## src/rtl/wb_port_arbiter.sv

```systemverilog
// wb_port_arbiter: round-robin arbiter for the single register-file write
// port. Grants one of NREQ write-back requesters per cycle, registers the
// winner's address/data and produces a registered one-hot word-line select.
// A write to register 0 is accepted but suppresses WEn/WSel.
// Optional build macro WB_STALL_EN adds a Stall input that freezes
// arbitration while high.
module wb_port_arbiter #(
  parameter int NREQ = 4,
  parameter int AW   = 5,
  parameter int DW   = 32
) (
  input  logic                 Clk,
  input  logic                 Rst_n,
`ifdef WB_STALL_EN
  input  logic                 Stall,
`endif
  input  logic [NREQ-1:0]      Req,
  input  logic [NREQ*AW-1:0]   Addr,
  input  logic [NREQ*DW-1:0]   Data,
  output logic [NREQ-1:0]      Gnt,
  output logic                 WEn,
  output logic [AW-1:0]        WAddr,
  output logic [DW-1:0]        WData,
  output logic [(1<<AW)-1:0]   WSel,
  output logic                 Busy
);

  localparam int PW  = (NREQ > 1) ? $clog2(NREQ) : 1;
  localparam int WSW = 1 << AW;

  logic [PW-1:0]   r_ptr;
  logic            r_wen;
  logic [AW-1:0]   r_waddr;
  logic [DW-1:0]   r_wdata;
  logic [WSW-1:0]  r_wsel;

  logic            w_arb_en;
  logic [NREQ-1:0] w_gnt;
  logic [PW-1:0]   w_gnt_idx;
  logic [PW-1:0]   w_idx;
  logic            w_found;
  logic            w_xfer;
  logic [AW-1:0]   w_sel_addr;
  logic [DW-1:0]   w_sel_data;
  logic            w_wr_live;
  logic [PW-1:0]   w_ptr_nxt;

  // Arbitration is frozen during reset (and during stall when built in).
`ifdef WB_STALL_EN
  assign w_arb_en = Rst_n & ~Stall;
`else
  assign w_arb_en = Rst_n;
`endif

  // Round-robin search: first requester at or after r_ptr, wrapping.
  always_comb begin
    w_gnt     = '0;
    w_gnt_idx = '0;
    w_idx     = '0;
    w_found   = 1'b0;
    for (int unsigned k = 0; k < NREQ; k++) begin
      w_idx = PW'((32'(r_ptr) + k) % NREQ);
      if (!w_found && w_arb_en && Req[w_idx]) begin
        w_found        = 1'b1;
        w_gnt_idx      = w_idx;
        w_gnt[w_idx]   = 1'b1;
      end
    end
  end

  assign w_xfer     = w_found;
  assign w_sel_addr = Addr[w_gnt_idx*AW +: AW];
  assign w_sel_data = Data[w_gnt_idx*DW +: DW];
  // Register 0 is hard-wired: the transfer completes but never writes.
  assign w_wr_live  = w_xfer && (w_sel_addr != '0);
  assign w_ptr_nxt  = (32'(w_gnt_idx) == 32'(NREQ - 1)) ? '0 : w_gnt_idx + 1'b1;

  // Pointer advance and registered write port with decoded word-line select.
  always_ff @(posedge Clk or negedge Rst_n) begin
    if (!Rst_n) begin
      r_ptr   <= '0;
      r_wen   <= 1'b0;
      r_waddr <= '0;
      r_wdata <= '0;
      r_wsel  <= '0;
    end else begin
      r_wen  <= w_wr_live;
      r_wsel <= w_wr_live ? ({{(WSW-1){1'b0}}, 1'b1} << w_sel_addr) : '0;
      if (w_xfer) begin
        r_ptr   <= w_ptr_nxt;
        r_waddr <= w_sel_addr;
        r_wdata <= w_sel_data;
      end
    end
  end

  assign Gnt   = w_gnt;
  assign WEn   = r_wen;
  assign WAddr = r_waddr;
  assign WData = r_wdata;
  assign WSel  = r_wsel;
  assign Busy  = |Req;

endmodule

```

## config.mk

```make
export PLATFORM = sky130hd
export DESIGN_NAME = wb_port_arbiter
export DESIGN_NICKNAME = d
export VERILOG_FILES = /design/src/rtl/wb_port_arbiter.sv
export SDC_FILE = /design/constraint.sdc
export NUM_CORES = 1
export LEC_CHECK = 0
export ABC_CLOCK_PERIOD_IN_PS = 4100
export BUFFER_PORTS_ARGS = -buffer_cell sky130_fd_sc_hd__buf_2
export CAP_MARGIN = 30
export CORE_MARGIN = 3
export CORE_UTILIZATION = 42
export CTS_CLUSTER_SIZE = 8
export DETAILED_ROUTE_END_ITERATION = 12
export PLACE_DENSITY = 0.88
export SLEW_MARGIN = 20
export SYNTH_ARGS = -nofsm -noshare
export SYNTH_HDL_FRONTEND = slang
export SYNTH_SLANG_ARGS = --single-unit
```

## constraint.sdc

```tcl
create_clock -name Clk -period 4.1 [get_ports Clk]
set_input_delay 0.41 -clock Clk [delete_from_list [all_inputs] [get_ports Clk]]
set_output_delay 0.41 -clock Clk [all_outputs]
set_load 0.005 [all_outputs]
```

==> impl_metrics.json, run 1 <==
{
  "worstSkewPairLatency_ps": 330,
  "crit_arrival_ps": 3970,
  "hold_class": "in2async",
  "grt_start_max_net_pins": 44,
  "vias": 3999,
  "fin_tns_setup_ps": 0,
  "timing_hold_violations_final": 0,
  "wl_met1_mm": 4.77,
  "syn-cell-area_um2": 4410,
  "drive_gt1_share_pct": 48.8,
  "numClockSinks": 72,
  "end_kind": "flop",
  "tightestPinTransition_ps": 841,
  "synth_cell_type_count": 50,
  "layout_setup_ws_ps": 348,
  "ctsHoldBuffers": 0,
  "r2r_cells": 10,
  "syn_avg_cell_area_um2": 11.4,
  "grt_pass1_vias": 3968,
  "setup_violations": 0,
  "r2r_slack_ps": 350,
  "htreeDepth": 3,
  "placed_cell_area_um2": 5690,
  "synth_top_area_share_pct": 40.9,
  "vias_per_cell": 5.35,
  "pwr-share-seq_pct": 28.8,
  "r2r-start": "r_ptr[1]",
  "required_ps": 4320,
  "dr.max_layer_used": "met4",
  "die_w_um": 108,
  "hpwl_mm": 10.1,
  "intPower_mw": 2.27,
  "core_um2": 10000,
  "start_kind": "flop",
  "maxCapViolations": 0,
  "synth_area_leaders": "dfrtp_1 41%, mux2i_1 25%, mux2_2 9.5%, mux4_2 2.6%, nor2_1 2.2%",
  "antenna_found_initial": 0,
  "grt_overflow": 0,
  "yosysWarningCount": 0,
  "synth_top_area_cell": "dfrtp_1",
  "switchingPower_mw": 1.51,
  "clkPwrFrac_pct": 13.5,
  "p_per_area_nw_per_um2": 644,
  "dr_wl_met2_mm": 6.50,
  "grt_use_total_pct": 20.9,
  "synthMostInstantiatedCell": "mux2i_1",
  "clk_pin_slew_ps": 80,
  "cts_setup_buffers": 0,
  "fmax_mhz": 267,
  "place_ws_ps": 387,
  "synth_fp_nets": 544,
  "peakVddDrop_mv": 0.304,
  "ys_ff_latch": 72,
  "cts_made_buffers": 9,
  "hold_ws_ps": 159,
  "path_max_fanout": 43,
  "drt_iter0_markers": 160,
  "n_fill_cell": 872,
  "wl_met3_mm": 1.21,
  "start_util_pct": 44.1,
  "final-seq-area_um2": 1800,
  "cts_resized": 0,
  "finalClockSkew_ps": 5.75,
  "avgRoutedWirePerCell_um": 17.0,
  "dominantRegCellSynth": "dfrtp_1",
  "routed_wl_mm": 12.7,
  "leakage_nw": 3.41,
  "diodes": 0,
  "r2r-end": "WData[26]",
  "multi_input_area_um2": 2450,
  "die_y_um": 108,
  "die-area_um2": 11800,
  "ant_nets": 0,
  "layout_min_cycle_time_ps": 3750,
  "combPwrFrac_pct": 57.7,
  "dr.pass1.iters": 4,
  "ctsLongestPathBuffers": 2,
  "final_net_count": 768,
  "power.total_mw": 3.77,
  "fin_area_um2": 5860,
  "io_pins": 229,
  "rsz0062_at_grt": "false",
  "relSlewSlack_pct": 43.8,
  "syn_to_final_growth_pct": 32.9,
  "root_buffer": "clkbuf_8",
  "report.final.slew_viol_count": 0,
  "synthesis.instances": 386,
  "rows": 36,
  "synthTopCellsByCount": "109 x mux2i_1, 72 x dfrtp_1, 37 x mux2_2, 26 x nor2_1",
  "ys_seq_area_share_pct": 40.9,
  "async_flop_share_pct": 100,
  "drc": 0,
  "status": "finished, final reports clean",
  "critPathLaunch": "r_ptr[1]",
  "swShare_pct": 39.9,
  "gp_congestion": 0.950,
  "grt_pass1_wl_mm": 19.3,
  "synth-edff-count": 0,
  "portBuffers": 228,
  "cts_tree": "built",
  "fin_crit_sh_pct": 91.5,
  "criticalPathCategory": "reg2reg"
}
==> registers in the layout, summed over array words and instances, names as in the netlist <==
| name | cells |
|---|---|
| WData | 32 |
| r_ptr | 2 |
| WAddr | 5 |
| WSel | 32 |
| WEn | 1 |
==> logic make-up (layout without fill, tap and decap cells) <==
logic type	after synthesis	in the layout	share of synthesized area, %
AOI/OAI and AO/OA	40	40	7.24
xor gates and xnor gates	1	1	0.199
adders and majority gates	4	4	1.14
buffers and inverters	36	265	3.95
DFF	72	72	40.9
muxes	151	151	36.8
other	1	1	0.0851
and+or+nand+nor	81	81	9.71
==> layout by cell type, fill, tap and decap left out, types with 2 or more instances in the layout <==
| cell | Yosys | routed |
|---|---|---|
| o21ai_0 | 3 | 3 |
| buf_4 | 0 | 9 |
| inv_6 | 0 | 2 |
| inv_1 | 12 | 12 |
| dfrtp_1 | 72 | 72 |
| buf_2 | 7 | 227 |
| nand2b_1 | 8 | 7 |
| a211oi_1 | 2 | 2 |
| nor2b_1 | 9 | 9 |
| and2_1 | 7 | 7 |
| o311ai_0 | 2 | 2 |
| o211ai_1 | 2 | 2 |
| mux2i_1 | 109 | 109 |
| a21oi_1 | 7 | 6 |
| or3_1 | 2 | 2 |
| mux4_2 | 5 | 5 |
| o2111ai_1 | 4 | 4 |
| clkbuf_8 | 0 | 9 |
| nand4_1 | 3 | 3 |
| a2111oi_0 | 2 | 2 |
| nor4_1 | 2 | 2 |
| a311o_1 | 2 | 2 |
| clkinv_2 | 0 | 2 |
| nand3_1 | 3 | 3 |
| nand2_1 | 10 | 10 |
| o211a_1 | 2 | 2 |
| nor2_1 | 26 | 26 |
| mux2_2 | 37 | 37 |
| a32oi_1 | 2 | 2 |
| ha_1 | 4 | 4 |
| a222oi_1 | 4 | 4 |
==> worst max-delay path, stage by stage, from the launching register on <==
cell and delay, ps:
dfrtp_1 490, inv_1 120, ha_1 480, mux2i_1 240, o32ai_1 140, o211ai_1 430, and3_4 350, buf_4 560
mux2i_1 400, mux2i_1 130, mux2_2 280
==> worst max-delay path by stage <==
stage / end / slack [ps]
floorplan: WEn / 40
global placement: WEn / 600
detailed placement: WData[26] / 390
CTS: WData[26] / 390
global route: WData[26] / 140
finish: WData[26] / 350
==> power by group through the flow <==
stage / logic [mW] / registers [mW] / clock network, mW
final: 2.18 / 1.08 / 0.510
after global routing: 2.37 / 1.11 / 0.564
after CTS: 2.19 / 1.09 / 0.526
after detailed placement: 2.19 / 1.09 / 0
after global placement: 2.11 / 1.08 / 0
after floorplan: 1.49 / 1.11 / 0
==> layout make-up <==
cell class | instances | share of cell area [%]
inverters | 12 | 0.769
flip-flops and latches | 72 | 30.8
multi-input cells | 278 | 41.8
clock inverters | 6 | 0.748
clock buffers | 10 | 2.18
well taps | 133 | 2.84
repair buffers | 237 | 20.9
==> stage by stage <==
stage	cells	utilization, %
6_report	748	58.6
5_1_grt	748	58.6
4_1_cts	748	58.6
3_5_place_dp	732	56.9
3_3_place_gp	732	56.9
2_1_floorplan	386	-
==> layer usage <==
metal  track usage (%)  vias to the layer above
li1                  -                     1871
met1              24.3                     1886
met2              37.4                      220
met3              5.73                       22
met4              6.40                        0
met5                 0                        -
Note: power is estimated with default switching activity, not from simulation.
==> run 2: changes to the inputs <==
--- a/config.mk
+++ b/config.mk
@@ -12,7 +12,7 @@
 export CORE_UTILIZATION = 42
 export CTS_CLUSTER_SIZE = 8
 export DETAILED_ROUTE_END_ITERATION = 12
-export PLACE_DENSITY = 0.88
+export PLACE_DENSITY = 0.78
 export SLEW_MARGIN = 20
 export SYNTH_ARGS = -nofsm -noshare
 export SYNTH_HDL_FRONTEND = slang
==> run 2 against run 1 <==
Maximum frequency up 2.3%. Worst setup slack improved by 83 ps. Clock-buffer cell count did not move. Sequential power barely moved. Non-clock buffer count increased by 1. Clock power grew 17%. Wire length is 1.6% lower. Via count down 3.6%. Sequential cell count is the same. Largest power group unchanged. Largest cell class unchanged. Global-route usage increased by 0.22 points. Register-to-register slack better by 80 ps. First-iteration DRC count fell by 24%.
==> impl_metrics.json, run 2 (synthesis results as in run 1) <==
{
  "status": "finished, final reports clean",
  "fmax_mhz": 273,
  "cp_slowest_cell": "mux4_2",
  "peakVddDrop_mv": 0.292,
  "cts_resized": 0,
  "tightestPinTransition_ps": 723,
  "fin_tns_setup_ps": 0,
  "routed_wl_mm": 12.5,
  "crit_arrival_ps": 3880,
  "relSlewSlack_pct": 51.8,
  "grt_start_max_net_pins": 60,
  "io_pins": 229,
  "path_max_fanout": 9,
  "syn_to_final_growth_pct": 33.8,
  "ctsLongestPathBuffers": 2,
  "end_kind": "flop",
  "portBuffers": 228,
  "required_ps": 4310,
  "grt_pass1_vias": 3879,
  "ant_nets": 0,
  "cpPeakStageDelay_ps": 590,
  "antenna_found_initial": 0,
  "drt_iter0_markers": 122,
  "core_um2": 10000,
  "fin_crit_sh_pct": 89.5,
  "final_net_count": 769,
  "setup_violations": 0,
  "path_cells": "inv_1, ha_1, mux2i_1, o32ai_1, o211ai_1, and3_4, mux4_2, or2_1, o41a_1",
  "layout_min_cycle_time_ps": 3670,
  "drive_gt1_share_pct": 48.6,
  "worstHoldStart": "Data[97]",
  "numClockSinks": 72,
  "root_buffer": "clkbuf_8",
  "grt_overflow": 0,
  "timing_hold_violations_final": 0,
  "report.final.slew_viol_count": 0,
  "hold_ws_ps": 490,
  "start_util_pct": 44.1,
  "die-area_um2": 11800,
  "min_path_cells": 4,
  "maxCapViolations": 0,
  "rsz0062_at_grt": "false",
  "diodes": 0,
  "finalClockSkew_ps": 12.3,
  "gp_congestion": 0.957,
  "start_kind": "flop",
  "power.total_mw": 3.85,
  "hold_end": "WData[1]",
  "cts_tree": "built",
  "htreeDepth": 3,
  "vias_per_cell": 5.16,
  "mostFrequentLayoutCells": "227 x buf_2, 109 x mux2i_1, 72 x dfrtp_1",
  "hold_class": "in2reg",
  "avgRoutedWirePerCell_um": 16.7,
  "r2r_slack_ps": 430,
  "cts_made_buffers": 9,
  "crit_family": "compound AO/OA/AOI/OAI gates",
  "dr.pass1.iters": 4,
  "grt_use_total_pct": 21.2,
  "r2r_cells": 9,
  "r2r-end": "WEn",
  "drc": 0,
  "grt_pass1_wl_mm": 19.4,
  "vias": 3856,
  "final_common_cell": "buf_2",
  "rows": 36,
  "p_per_area_nw_per_um2": 654,
  "criticalPathCategory": "reg2reg",
  "r2r-start": "r_ptr[1]",
  "worstSkewPairLatency_ps": 340,
  "leakage_nw": 3.42,
  "crit_buf_inv": 1,
  "die_y_um": 108,
  "die_w_um": 108,
  "clk_pin_slew_ps": 80,
  "hpwl_mm": 10.0
}
-- run 2: final cells by class --
type	count	area, µm²
timing repair buffer	238	1220
multi-input combinational	278	2450
clock inverter	5	82.6
clock buffer	10	128
sequential	72	1800
fill	881	4110
tap	133	166
inverter	12	45.0
-- run 2: through the flow --
stage	utilization, %	setup WS (ps)	instances	area, µm²
2_1_floorplan	-	35.4	386	4410
3_5_place_dp	56.7	471	732	5670
6_report	58.9	431	748	5890
4_1_cts	58.9	439	748	5890
3_3_place_gp	56.7	613	732	5670
5_1_grt	58.9	80.4	748	5890
-- run 2: what timing repair did --
action	in CTS	in global routing
hold endpoints to repair	13	0
hold buffers	1	0
buffers inserted	0	0
-- run 2: worst max path at each step --
| stage | start | endpoint | slack [ps] | depth (start not counted) |
|---|---|---|---|---|
| after CTS | r_ptr[1] | WEn | 440 | 9 |
| final | r_ptr[1] | WEn | 430 | 9 |
| after detailed placement | r_ptr[1] | WEn | 470 | 9 |
| after floorplan | r_ptr[0] | WEn | 40 | 13 |
| after global routing | r_ptr[1] | WSel[4] | 80 | 9 |
| after global placement | r_ptr[1] | WEn | 610 | 9 |
-- run 2: metal layers --
layer | share of wire, % | vias to the layer above | track usage [%]
li1 | - | 1865 | -
met4 | 1.6 | 0 | 7.39
met3 | 6.6 | 17 | 3.88
met5 | 0 | - | 0
met1 | 39 | 1804 | 24.8
met2 | 53 | 170 | 38.5
-- run 2: worst reg2reg max path: cells and delay by family, from the launching register on --
family,cells,cell delay (ps)
flops,1,470
simple gates,2,710
compound gates,3,970
mux,2,810
buf+inv,1,120
fa+ha+maj,1,480
-- run 2: where the power goes --
| group | internal (mW) | switching, mW |
|---|---|---|
| combinational | 1.07 | 1.10 |
| clock | 0.341 | 0.256 |
| sequential | 0.960 | 0.121 |
